<file path="config.mk">
export PLATFORM = sky130hd
export DESIGN_NAME = bcd2bin_seq
export DESIGN_NICKNAME = d
export VERILOG_FILES = /design/src/rtl/bcd2bin_seq_pkg.sv /design/src/rtl/bcd2bin_seq_digit_adj.sv /design/src/rtl/bcd2bin_seq.sv
export SDC_FILE = /design/constraint.sdc
export NUM_CORES = 1
export LEC_CHECK = 0
export CAP_MARGIN = 20
export CELL_PAD_IN_SITES_DETAIL_PLACEMENT = 1
export CELL_PAD_IN_SITES_GLOBAL_PLACEMENT = 2
export CORE_UTILIZATION = 34
export DETAILED_ROUTE_END_ITERATION = 10
export GPL_ROUTABILITY_DRIVEN = 0
export HOLD_SLACK_MARGIN = 0.05
export PLACE_DENSITY = 0.82
export RECOVER_POWER = 50
export SKIP_LAST_GASP = 1
export SYNTH_ARGS = -nofsm -noshare
export SYNTH_HDL_FRONTEND = slang
export SYNTH_SLANG_ARGS = --single-unit
</file>
<file path="constraint.sdc">
create_clock -name clk_i -period 1.8 [get_ports clk_i]
set_input_delay 0.54 -clock clk_i [delete_from_list [all_inputs] [get_ports clk_i]]
set_output_delay 0.54 -clock clk_i [all_outputs]
set_load 0.01 [all_outputs]
</file>
<file path="src/rtl/bcd2bin_seq_pkg.sv">
// Shared constants, state encoding and digit helper for the sequential BCD-to-binary converter.
package bcd2bin_seq_pkg;

  typedef enum logic [1:0] {
    StIdle  = 2'd0,
    StShift = 2'd1,
    StFin   = 2'd2
  } state_e;

  localparam logic [3:0] BcdDigitMax  = 4'd9;
  localparam logic [3:0] BcdAdj       = 4'd3;
  localparam logic [3:0] BcdAdjThresh = 4'd8;

  function automatic logic digit_invalid(input logic [3:0] digit);
    return digit > BcdDigitMax;
  endfunction

endpackage

</file>
<file path="src/rtl/bcd2bin_seq_digit_adj.sv">
// Per-digit correction for reverse double-dabble: digits of 8 or more lose 3 after a right shift.
module bcd2bin_seq_digit_adj
  import bcd2bin_seq_pkg::*;
(
  input  logic [3:0] digit_i,
  output logic [3:0] digit_o
);

  always_comb begin
    digit_o = digit_i;
    if (digit_i >= BcdAdjThresh) begin
      digit_o = digit_i - BcdAdj;
    end
  end

endmodule

</file>
<file path="src/rtl/bcd2bin_seq.sv">
// Sequential BCD-to-binary converter: reverse double-dabble, one bit per clock, DONE pulse on
// completion with sticky VALUE and per-conversion ERR for non-decimal digits.
module bcd2bin_seq
  import bcd2bin_seq_pkg::*;
#(
  parameter int unsigned Digits = 2,
  parameter int unsigned BinW   = 7
) (
  input  logic                  clk_i,
  input  logic                  rst_i,
  input  logic                  start_i,
  input  logic [4*Digits-1:0]   bcd_in_i,
  output logic                  busy_o,
  output logic                  done_o,
  output logic [BinW-1:0]       value_o,
  output logic                  err_o
);

  localparam int unsigned SrW  = 4 * Digits;
  localparam int unsigned CntW = $clog2(SrW + 1);
  localparam logic [CntW-1:0] LastCnt = CntW'(SrW - 1);

  state_e            state_q;
  logic [SrW-1:0]    bcd_sr_q;
  logic [SrW-1:0]    bin_sr_q;
  logic [CntW-1:0]   cnt_q;
  logic              err_flag_q;
  logic              busy_q;
  logic              done_q;
  logic              err_q;
  logic [BinW-1:0]   value_q;

  logic [SrW-1:0]    bcd_shift;
  logic [SrW-1:0]    bcd_adj;
  logic [SrW-1:0]    bin_shift;
  logic [Digits-1:0] digit_bad;
  logic              in_err;

  assign bcd_shift = bcd_sr_q >> 1;
  assign bin_shift = {bcd_sr_q[0], bin_sr_q[SrW-1:1]};

  for (genvar i = 0; i < Digits; i++) begin : g_digit
    bcd2bin_seq_digit_adj u_adj (
      .digit_i (bcd_shift[4*i +: 4]),
      .digit_o (bcd_adj[4*i +: 4])
    );
    assign digit_bad[i] = digit_invalid(bcd_in_i[4*i +: 4]);
  end

  assign in_err = |digit_bad;

  always_ff @(posedge clk_i or posedge rst_i) begin
    if (rst_i) begin
      state_q    <= StIdle;
      bcd_sr_q   <= '0;
      bin_sr_q   <= '0;
      cnt_q      <= '0;
      err_flag_q <= 1'b0;
      busy_q     <= 1'b0;
      done_q     <= 1'b0;
      err_q      <= 1'b0;
      value_q    <= '0;
    end else begin
      done_q <= 1'b0;
      unique case (state_q)
        StIdle: begin
          if (start_i) begin
            busy_q  <= 1'b1;
            cnt_q   <= '0;
            state_q <= StShift;
            if (in_err) begin
              err_flag_q <= 1'b1;
            end else begin
              err_flag_q <= 1'b0;
              bcd_sr_q   <= bcd_in_i;
              bin_sr_q   <= '0;
            end
          end
        end
        StShift: begin
          // Rejected codes pass through here once without touching the datapath,
          // so their DONE lands two cycles after START.
          if (err_flag_q) begin
            state_q <= StFin;
          end else begin
            bcd_sr_q <= bcd_adj;
            bin_sr_q <= bin_shift;
            cnt_q    <= cnt_q + 1'b1;
            if (cnt_q == LastCnt) begin
              state_q <= StFin;
            end
          end
        end
        StFin: begin
          if (!err_flag_q) begin
            value_q <= bin_sr_q[BinW-1:0];
          end
          err_q   <= err_flag_q;
          done_q  <= 1'b1;
          busy_q  <= 1'b0;
          state_q <= StIdle;
        end
        default: begin
          busy_q  <= 1'b0;
          state_q <= StIdle;
        end
      endcase
    end
  end

  assign busy_o  = busy_q;
  assign done_o  = done_q;
  assign value_o = value_q;
  assign err_o   = err_q;

endmodule

</file>
Word level (Yosys, flattened, before mapping). Index checks and enable logic that the tools add are counted.

Add/subtract/negate cells: 3. $lt $le $gt $ge: 4. Eq/ne operators: 7. Mux-type cells: 21. Bitwise operators: 2. Reductions and logical operators: 9.

Operator list (number): two-way mux 8 bit (6); case mux 8 bit (2 select lines) (2); two-way mux 4 bit (4); greater-than comparator 4 bit, second input constant (2); case mux 4 bit (2 select lines) (1); AND reduction 2 bit (4); two-way mux 2 bit (3); != test 2 bit, second input constant (3); adder 4 x 1 -> 4 bit, second input constant (1); equality test 4 x 3 -> 1 bit, second input constant (1); greater-or-equal comparator 3 x 4 -> 1 bit, second input constant (1); greater-or-equal comparator 4 bit, second input constant (1); case mux 2 bit (2 select lines) (1); AND reduction 4 bit (1); subtractor 3 x 2 -> 4 bit, second input constant (1); subtractor 4 x 2 -> 4 bit, second input constant (1); two-way mux 1 bit (3); != test 3 bit, second input constant (1); AND reduction 3 bit (1); equality test 2 x 1 -> 1 bit, second input constant (1); equality test 2 bit, second input constant (1); zero test 2 bit (1); NOT 1 bit (2); case mux 1 bit (2 select lines) (1); 2 further kinds (2).

Bits in registers: 33. Output and inout bits: 10. Word-level logic and storage cells: 55.

Logic depth before layout (Yosys ltp). Gate-level depths: netlist of the first run.

Word-level depth: 5. Gate-level depth with buffers: 6. Mapped depth without buffers: 6.

Hierarchy. From an unflattened synthesis of the first run, not the netlist that was laid out.

Cell total of the unflattened synthesis: 134. Area total of the unflattened synthesis: 1534.0 um^2.

By module, submodules not included: bcd2bin_seq (instances 1, cells an instance 112, area an instance 1381.3 um^2, sequential area each 825.8 um^2); bcd2bin_seq_digit_adj (instances 2, cells an instance 11, area an instance 76.3 um^2, sequential area each 0.0 um^2).

Least setup slack after synthesis of the first run. OpenSTA, ideal clock, no wires.

Path type: input-to-reg. Start point: input port start_i. End point: register bcd_sr_q[3]. Data arrival time: 1.300 ns. Data required time: 1.672 ns. Slack: 0.372 ns. Stages: 3. Path buffers: 0. Cells stage by stage: nor3b_2 > a31oi_2 > mux2_1.

Cells in the longest elaborated chain, start to end: 2.

RTL lines: start, declared (RTL line bcd2bin_seq.sv:11) `input logic start_i,`; != test 2 bit (no line); AND reduction 4 bit (no line); end signal, assigned (RTL line bcd2bin_seq.sv:75) `bcd_sr_q <= bcd_in_i;`; end signal, assigned (RTL line bcd2bin_seq.sv:86) `bcd_sr_q <= bcd_adj;`; end, declared (RTL line bcd2bin_seq.sv:24) `logic [SrW-1:0] bcd_sr_q;`.

No other way between the ends. A chain may end at the register's enable or synchronous reset.

Worst setup path in the final report of the first run.
Start point: register value_q[0], in the netlist value_o[0]. End point: output port value_o[0].

RTL lines: start, declared (RTL line bcd2bin_seq.sv:31) `logic [BinW-1:0] value_q;`; start signal, assigned (RTL line bcd2bin_seq.sv:96) `value_q <= bin_sr_q[BinW-1:0];`; end, declared (RTL line bcd2bin_seq.sv:15) `output logic [BinW-1:0] value_o,`.

No word-level cell between the ends.

==> flow_summary.json, run 1 <==
{
  "die_h_um": 68.0,
  "grt_antenna_before_repair": 0,
  "ys_ff_latch": 33,
  "p_per_area_nw_per_um2": 1680,
  "htree_num_levels": 2,
  "slowest_stage": "clkdlybuf4s50_1",
  "drt_iter0_drc": 48,
  "crit_family": "buffers and inverters",
  "die_x_um": 68.0,
  "holdCritStartpoint": "bin_sr_q[7]$_DFFE_PP0P_",
  "postRouteAntennaNets": 0,
  "cts_buffer_depth": 2,
  "coreArea_um2": 4090,
  "async_reset_ff_share_pct": 100,
  "post_cts_buffers": 0,
  "maxSlewViolCount": 0,
  "holdCritPathClass": "flip-flop to flip-flop",
  "fillers": 447,
  "nets": 183,
  "yosysTopAreaCellShare_pct": 55.7,
  "crit_chain": "clkdlybuf4s50_1",
  "slowest_delay_ps": 530,
  "synthTopCellsByArea": "dfrtp_1, nand2_1, mux2_1",
  "fin_hold_ws_ps": 488,
  "routed_via_density": 4.95,
  "ys_types": 28,
  "drt-total-wl_um": 3200,
  "drt-pass1-iter-count": 4,
  "clk_pin_slew_ps": 70,
  "synth_top_area_cell": "dfrtp_1",
  "diodes": 0,
  "setup.worst_path.start": "value_o[0]$_DFFE_PP0P_",
  "setup_tns_ps": 0,
  "initial_core_util_pct": 36.3,
  "synth_area_um2": 1480,
  "syn_avg_cell_area_um2": 10.7,
  "max_freq_mhz": 581,
  "status": "finished, final reports clean",
  "clk_latency_ps": 290,
  "row_count": 23,
  "synth_top_flop_cell": "dfrtp_1",
  "rsz0062_at_grt": "no",
  "start_kind": "flip-flop",
  "grt_max_degree": 34,
  "synth_edf_count": 0,
  "synth_commonest_cells": "dfrtp_1, nand2_1, nand3_1, o21ai_1",
  "finalHoldViolations": 0,
  "worstPathMaxFanout": 2,
  "post-route-period-util_pct": 95.6,
  "num_vias": 1088,
  "syn_inst": 138,
  "cts_resized": 0,
  "io_buffer_count": 20,
  "maxSlewHeadroom_pct": 44.4,
  "grt_pass1_wl_um": 5520,
  "finalClockSkew_ps": 6.58,
  "grt.total_usage_pct": 16.9,
  "synth_most_common_cell": "dfrtp_1",
  "cts_tree": "done",
  "first_global_vias": 1164,
  "arrival_ps": 1180,
  "path_buf_inv": 1,
  "post_drt_wl_per_cell_um": 14.5,
  "cts_hold_buffers": 0,
  "synthToLayoutAreaGrowth_pct": 29.4,
  "cts_root_buffer": "clkbuf_8",
  "crit_type": "flip-flop to primary output",
  "critical_path_required_ps": 1260,
  "worstSetupEndpointType": "primary output",
  "cts_made_buffers": 5,
  "yosysSeqAreaShare_pct": 55.7,
  "irDropWorstVdd_v": 0.000645,
  "dpl.hpwl_um": 2180,
  "finalCriticalPeriod_ps": 1720,
  "synth_nets": 152,
  "overflow": 0,
  "r2r_start": "state_q[0]$_DFFE_PP0P_",
  "worstMarginPinSlew_ps": 833,
  "drv_cap": 0,
  "leakagePower_nw": 0.919,
  "yosysWarnings": 0,
  "io_pins": 21,
  "die_area_um2": 4630,
  "clock-sinks": 33,
  "drc": 0,
  "final_layout_size_suffix_gt1_share_pct": 14.1,
  "setup_viol": 0
}
report_power, final:
part / internal [mW] / total [mW] / switching [mW]
logic: 0.573 / 1.09 / 0.517
clock network: 0.550 / 0.833 / 0.283
registers: 1.03 / 1.30 / 0.265
final timing paths:
path	endpoint	slack (ps)	depth (start not counted)
min	bin_sr_q[6]$_DFFE_PP0P_	490	2
max	value_o[0]	80	1
min reg2reg	bin_sr_q[6]$_DFFE_PP0P_	490	2
min in group asynchronous	value_o[0]$_DFFE_PP0P_	930	3
max in group asynchronous	bin_sr_q[7]$_DFFE_PP0P_	340	3
max reg2reg	bin_sr_q[4]$_DFFE_PP0P_	280	5
worst min-delay path, stage by stage (launching register included):
cell and delay [ps]:
dfrtp_1 350, nand2_1 60, nand2_1 60
area by class of cell:
class / count / area, µm² / area share (%)
well taps: 50 / 62.6 / 3.26
flip-flops and latches: 33 / 826 / 43.1
inverters: 7 / 26.3 / 1.37
repair buffers: 29 / 265 / 13.8
clock inverters: 3 / 65.1 / 3.39
clock buffers: 5 / 68.8 / 3.59
multi-input cells: 93 / 603 / 31.5
through the flow:
stage	area (µm²)	instances	total power, mW	setup WS [ps]	utilization, %
global route	1920	220	3.47	26.5	46.9
detailed placement	1800	212	2.42	-149	44.0
global placement	1800	212	2.34	-110	44.0
CTS	1930	220	3.27	61.8	47.3
floorplan	1480	138	1.96	372	-
finish	1920	220	3.22	79.7	46.9
kinds of logic (layout without fill, tap and decap cells):
group	count (synthesis)	in the layout	share of synthesized area, %
buf+inv	12	44	3.55
xor+xnor	4	4	2.37
fa+ha+maj	3	3	2.53
compound gates	24	24	10.4
flops	33	33	55.7
mux	14	14	10.3
simple gates	48	48	15.1
layout by cell type, fill, tap and decap left out, drive strengths merged, types with 4 or more instances in the layout:
cell type       n
dfrtp          33
nand2          26
clkdlybuf4s50  19
o21ai          13
mux2           10
nand3           9
inv             7
buf             7
clkbuf          7
nor2            6
a22o            4
mux2i           4
registers in the layout (all words and copies together), names as in the netlist:
register and flops:
bin_sr_q 8, value_o 7, done_o 1, err_o 1, busy_o 1, state_q 2
cnt_q 4, bcd_sr_q 8, err_flag_q 1
layer usage:
metal  routed length, µm  vias up  global-route usage (%)
li1                    -      525                       -
met1                1440      542                    19.5
met2                1590       15                    28.7
met3                 100        6                    5.00
met4                  68        0                    7.81
met5                   0        -                       0
(Power assumes the default switching activity.)
==> run 2: changes to the inputs <==
--- a/config.mk
+++ b/config.mk
@@ -6,15 +6,17 @@
 export NUM_CORES = 1
 export LEC_CHECK = 0
 export CAP_MARGIN = 20
-export CELL_PAD_IN_SITES_DETAIL_PLACEMENT = 1
-export CELL_PAD_IN_SITES_GLOBAL_PLACEMENT = 2
-export CORE_UTILIZATION = 34
+export CELL_PAD_IN_SITES_DETAIL_PLACEMENT = 0
+export CELL_PAD_IN_SITES_GLOBAL_PLACEMENT = 1
+export CORE_UTILIZATION = 42
 export DETAILED_ROUTE_END_ITERATION = 10
 export GPL_ROUTABILITY_DRIVEN = 0
 export HOLD_SLACK_MARGIN = 0.05
 export PLACE_DENSITY = 0.82
 export RECOVER_POWER = 50
 export SKIP_LAST_GASP = 1
+export SLEW_MARGIN = 20
 export SYNTH_ARGS = -nofsm -noshare
 export SYNTH_HDL_FRONTEND = slang
+export SYNTH_HIERARCHICAL = 1
 export SYNTH_SLANG_ARGS = --single-unit
==> flow_summary.json, run 2 <==
{
  "slowest_delay_ps": 520,
  "cts_made_buffers": 5,
  "synth_area_um2": 1530,
  "crit_type": "flip-flop to primary output",
  "slowest_stage": "clkdlybuf4s50_1",
  "grt.total_usage_pct": 17.3,
  "syn_avg_cell_area_um2": 11.4,
  "drt_iter0_drc": 34,
  "htree_num_levels": 2,
  "cts_hold_buffers": 0,
  "dpl.hpwl_um": 1960,
  "start_kind": "flip-flop",
  "nets": 185,
  "yosysWarnings": 6,
  "synthTopCellsByArea": "dfrtp_1, mux2_2, mux2i_1",
  "final_area_um2": 1930,
  "overflow": 0,
  "p_int_mw": 1.70,
  "synth_top_flop_cell": "dfrtp_1",
  "row_count": 21,
  "yosysSeqAreaShare_pct": 53.8,
  "seqPwrFrac_pct": 44.5,
  "die_x_um": 62.4,
  "cts_root_buffer": "clkbuf_4",
  "maxSlewHeadroom_pct": 47.6,
  "layout_commonest_cell": "dfrtp_1",
  "synthToLayoutAreaGrowth_pct": 25.8,
  "worstMarginPinSlew_ps": 787,
  "post_drt_wl_per_cell_um": 12.7,
  "leakagePower_nw": 1.03,
  "dpl_cell_area_um2": 1860,
  "drc": 0,
  "yosysTopAreaCellShare_pct": 53.8,
  "power_mw": 2.64,
  "io_buffer_count": 20,
  "holdCritPathClass": "flip-flop to flip-flop",
  "grt_pass1_wl_um": 5180,
  "switchingPower_mw": 0.940,
  "most-common-layout-cells": "dfrtp_1, o21ai_0, clkdlybuf4s50_1",
  "syn_inst": 134,
  "crit_family": "buffers and inverters",
  "die_h_um": 62.4,
  "synth_most_common_cell": "dfrtp_1",
  "fillers": 311,
  "drt-total-wl_um": 2740,
  "path_buf_inv": 1,
  "final_util_pct": 56.5,
  "status": "finished, final reports clean",
  "drt-pass1-iter-count": 3,
  "clk_pin_slew_ps": 100,
  "diodes": 0,
  "grt_max_degree": 34,
  "maxSlewViolCount": 0,
  "finalClockSkew_ps": 7.10,
  "instances_no_fill": 216,
  "async_reset_ff_share_pct": 100,
  "r2r_cells": 4,
  "drv_cap": 0,
  "synth_commonest_cells": "dfrtp_1, o21ai_0, a22o_1",
  "hold_depth": 2,
  "finalCriticalPeriod_ps": 1730,
  "synth_edf_count": 0,
  "post-route-period-util_pct": 95.9,
  "clock-sinks": 33,
  "combPwrFrac_pct": 37.9,
  "final_layout_size_suffix_gt1_share_pct": 15.9,
  "cts_buffer_depth": 2,
  "arrival_ps": 1190,
  "grt_antenna_before_repair": 0,
  "place_inst": 208,
  "rsz0062_at_grt": "no",
  "ys_types": 25,
  "initial_core_util_pct": 44.9,
  "ys_ff_latch": 33,
  "die_area_um2": 3900,
  "postRouteAntennaNets": 0,
  "finalHoldViolations": 0,
  "critical_path_depth": 1,
  "max_freq_mhz": 579,
  "worstPathMaxFanout": 1,
  "p_per_area_nw_per_um2": 1370,
  "io_pins": 21,
  "post_cts_buffers": 0,
  "routed_via_density": 4.99,
  "cts_tree": "done",
  "synth_top_area_cell": "dfrtp_1",
  "num_vias": 1077,
  "crit_chain": "clkdlybuf4s50_1",
  "clk_latency_ps": 330,
  "power.share.clock_pct": 17.7,
  "coreArea_um2": 3420,
  "critical_path_required_ps": 1260,
  "irDropWorstVdd_v": 0.000611,
  "switching_share_pct": 35.6,
  "setup_viol": 0,
  "setup_tns_ps": 0,
  "worstSetupEndpointType": "primary output",
  "first_global_vias": 1135
}
==> run 2: cell count changes after synthesis, moves of 3 or more <==
cell / delta
nand2_1: -20
nand3_1: -9
o21ai_0: +9
mux2_1: -7
a22o_1: +5
mux2_2: +5
mux2i_1: +4
nor2b_1: +4
nor2_1: +3
==> run 2: cell families (layout without fill, tap and decap cells) <==
family          after synthesis  after routing  share of synthesized area, %
buf+inv                      12             44                          4.00
simple gates                 25             25                          9.14
fa+ha+maj                     5              5                          4.08
other cells                   1              5                         0.244
flops                        33             33                          53.8
compound gates               36             36                          14.2
xor+xnor                      6              6                          3.43
mux                          16             16                          11.1
==> run 2: final timing paths <==
path	slack, ps	to	start
worst max-delay path	70	done_o	done_o$_DFF_PP0_
worst min-delay path	510	err_o$_DFFE_PP0P_	err_o$_DFFE_PP0P_
worst max register to register	190	bcd_sr_q[3]$_DFFE_PP0P_	state_q[0]$_DFFE_PP0P_
worst min register to register	510	err_o$_DFFE_PP0P_	err_o$_DFFE_PP0P_
max in group asynchronous	430	err_flag_q$_DFFE_PP0P_	rst_i
min in group asynchronous	880	state_q[0]$_DFFE_PP0P_	rst_i
==> run 2: tightest hold or removal path, stage by stage (launching register included) <==
cell	delay (ps)
dfrtp_1	350
nor2_1	50
nor2_1	80
==> run 2: final cells by class <==
type	count	area, µm²	area share (%)
flip-flops and latches	33	826	42.8
multi-input cells	93	662	34.3
repair buffers	30	292	15.1
clock buffers	7	65.1	3.37
well taps	46	57.6	2.98
inverters	6	22.5	1.17
clock inverters	1	5.00	0.259
==> run 2: repair_timing <==
action,CTS,global route
resized for setup,0,10
setup endpoints to repair,0,17
hold endpoints to repair,0,0
==> run 2: power by group through the flow <==
stage / logic, mW / clock network, mW / registers [mW]
4_1_cts: 1.04 / 0.484 / 1.18
2_1_floorplan: 0.704 / 0 / 1.16
5_1_grt: 1.14 / 0.520 / 1.22
3_5_place_dp: 1.04 / 0 / 1.19
3_3_place_gp: 1.00 / 0 / 1.18
6_report: 1.00 / 0.466 / 1.17
==> run 2: per-layer routing <==
| metal | track usage (%) | share of wire (%) | up-vias |
|---|---|---|---|
| met5 | 0 | 0 | - |
| met3 | 6.02 | 4.1 | 6 |
| met1 | 21.7 | 47 | 523 |
| met4 | 6.10 | 1.7 | 0 |
| met2 | 27.7 | 47 | 18 |
| li1 | - | - | 530 |
==> run 2: per-stage QoR <==
step	worst slack, ps	hold slack [ps]
finish	74.3	507
global route	16.7	545
CTS	16.5	515
detailed placement	-342	491
global placement	-280	478
floorplan	134	461
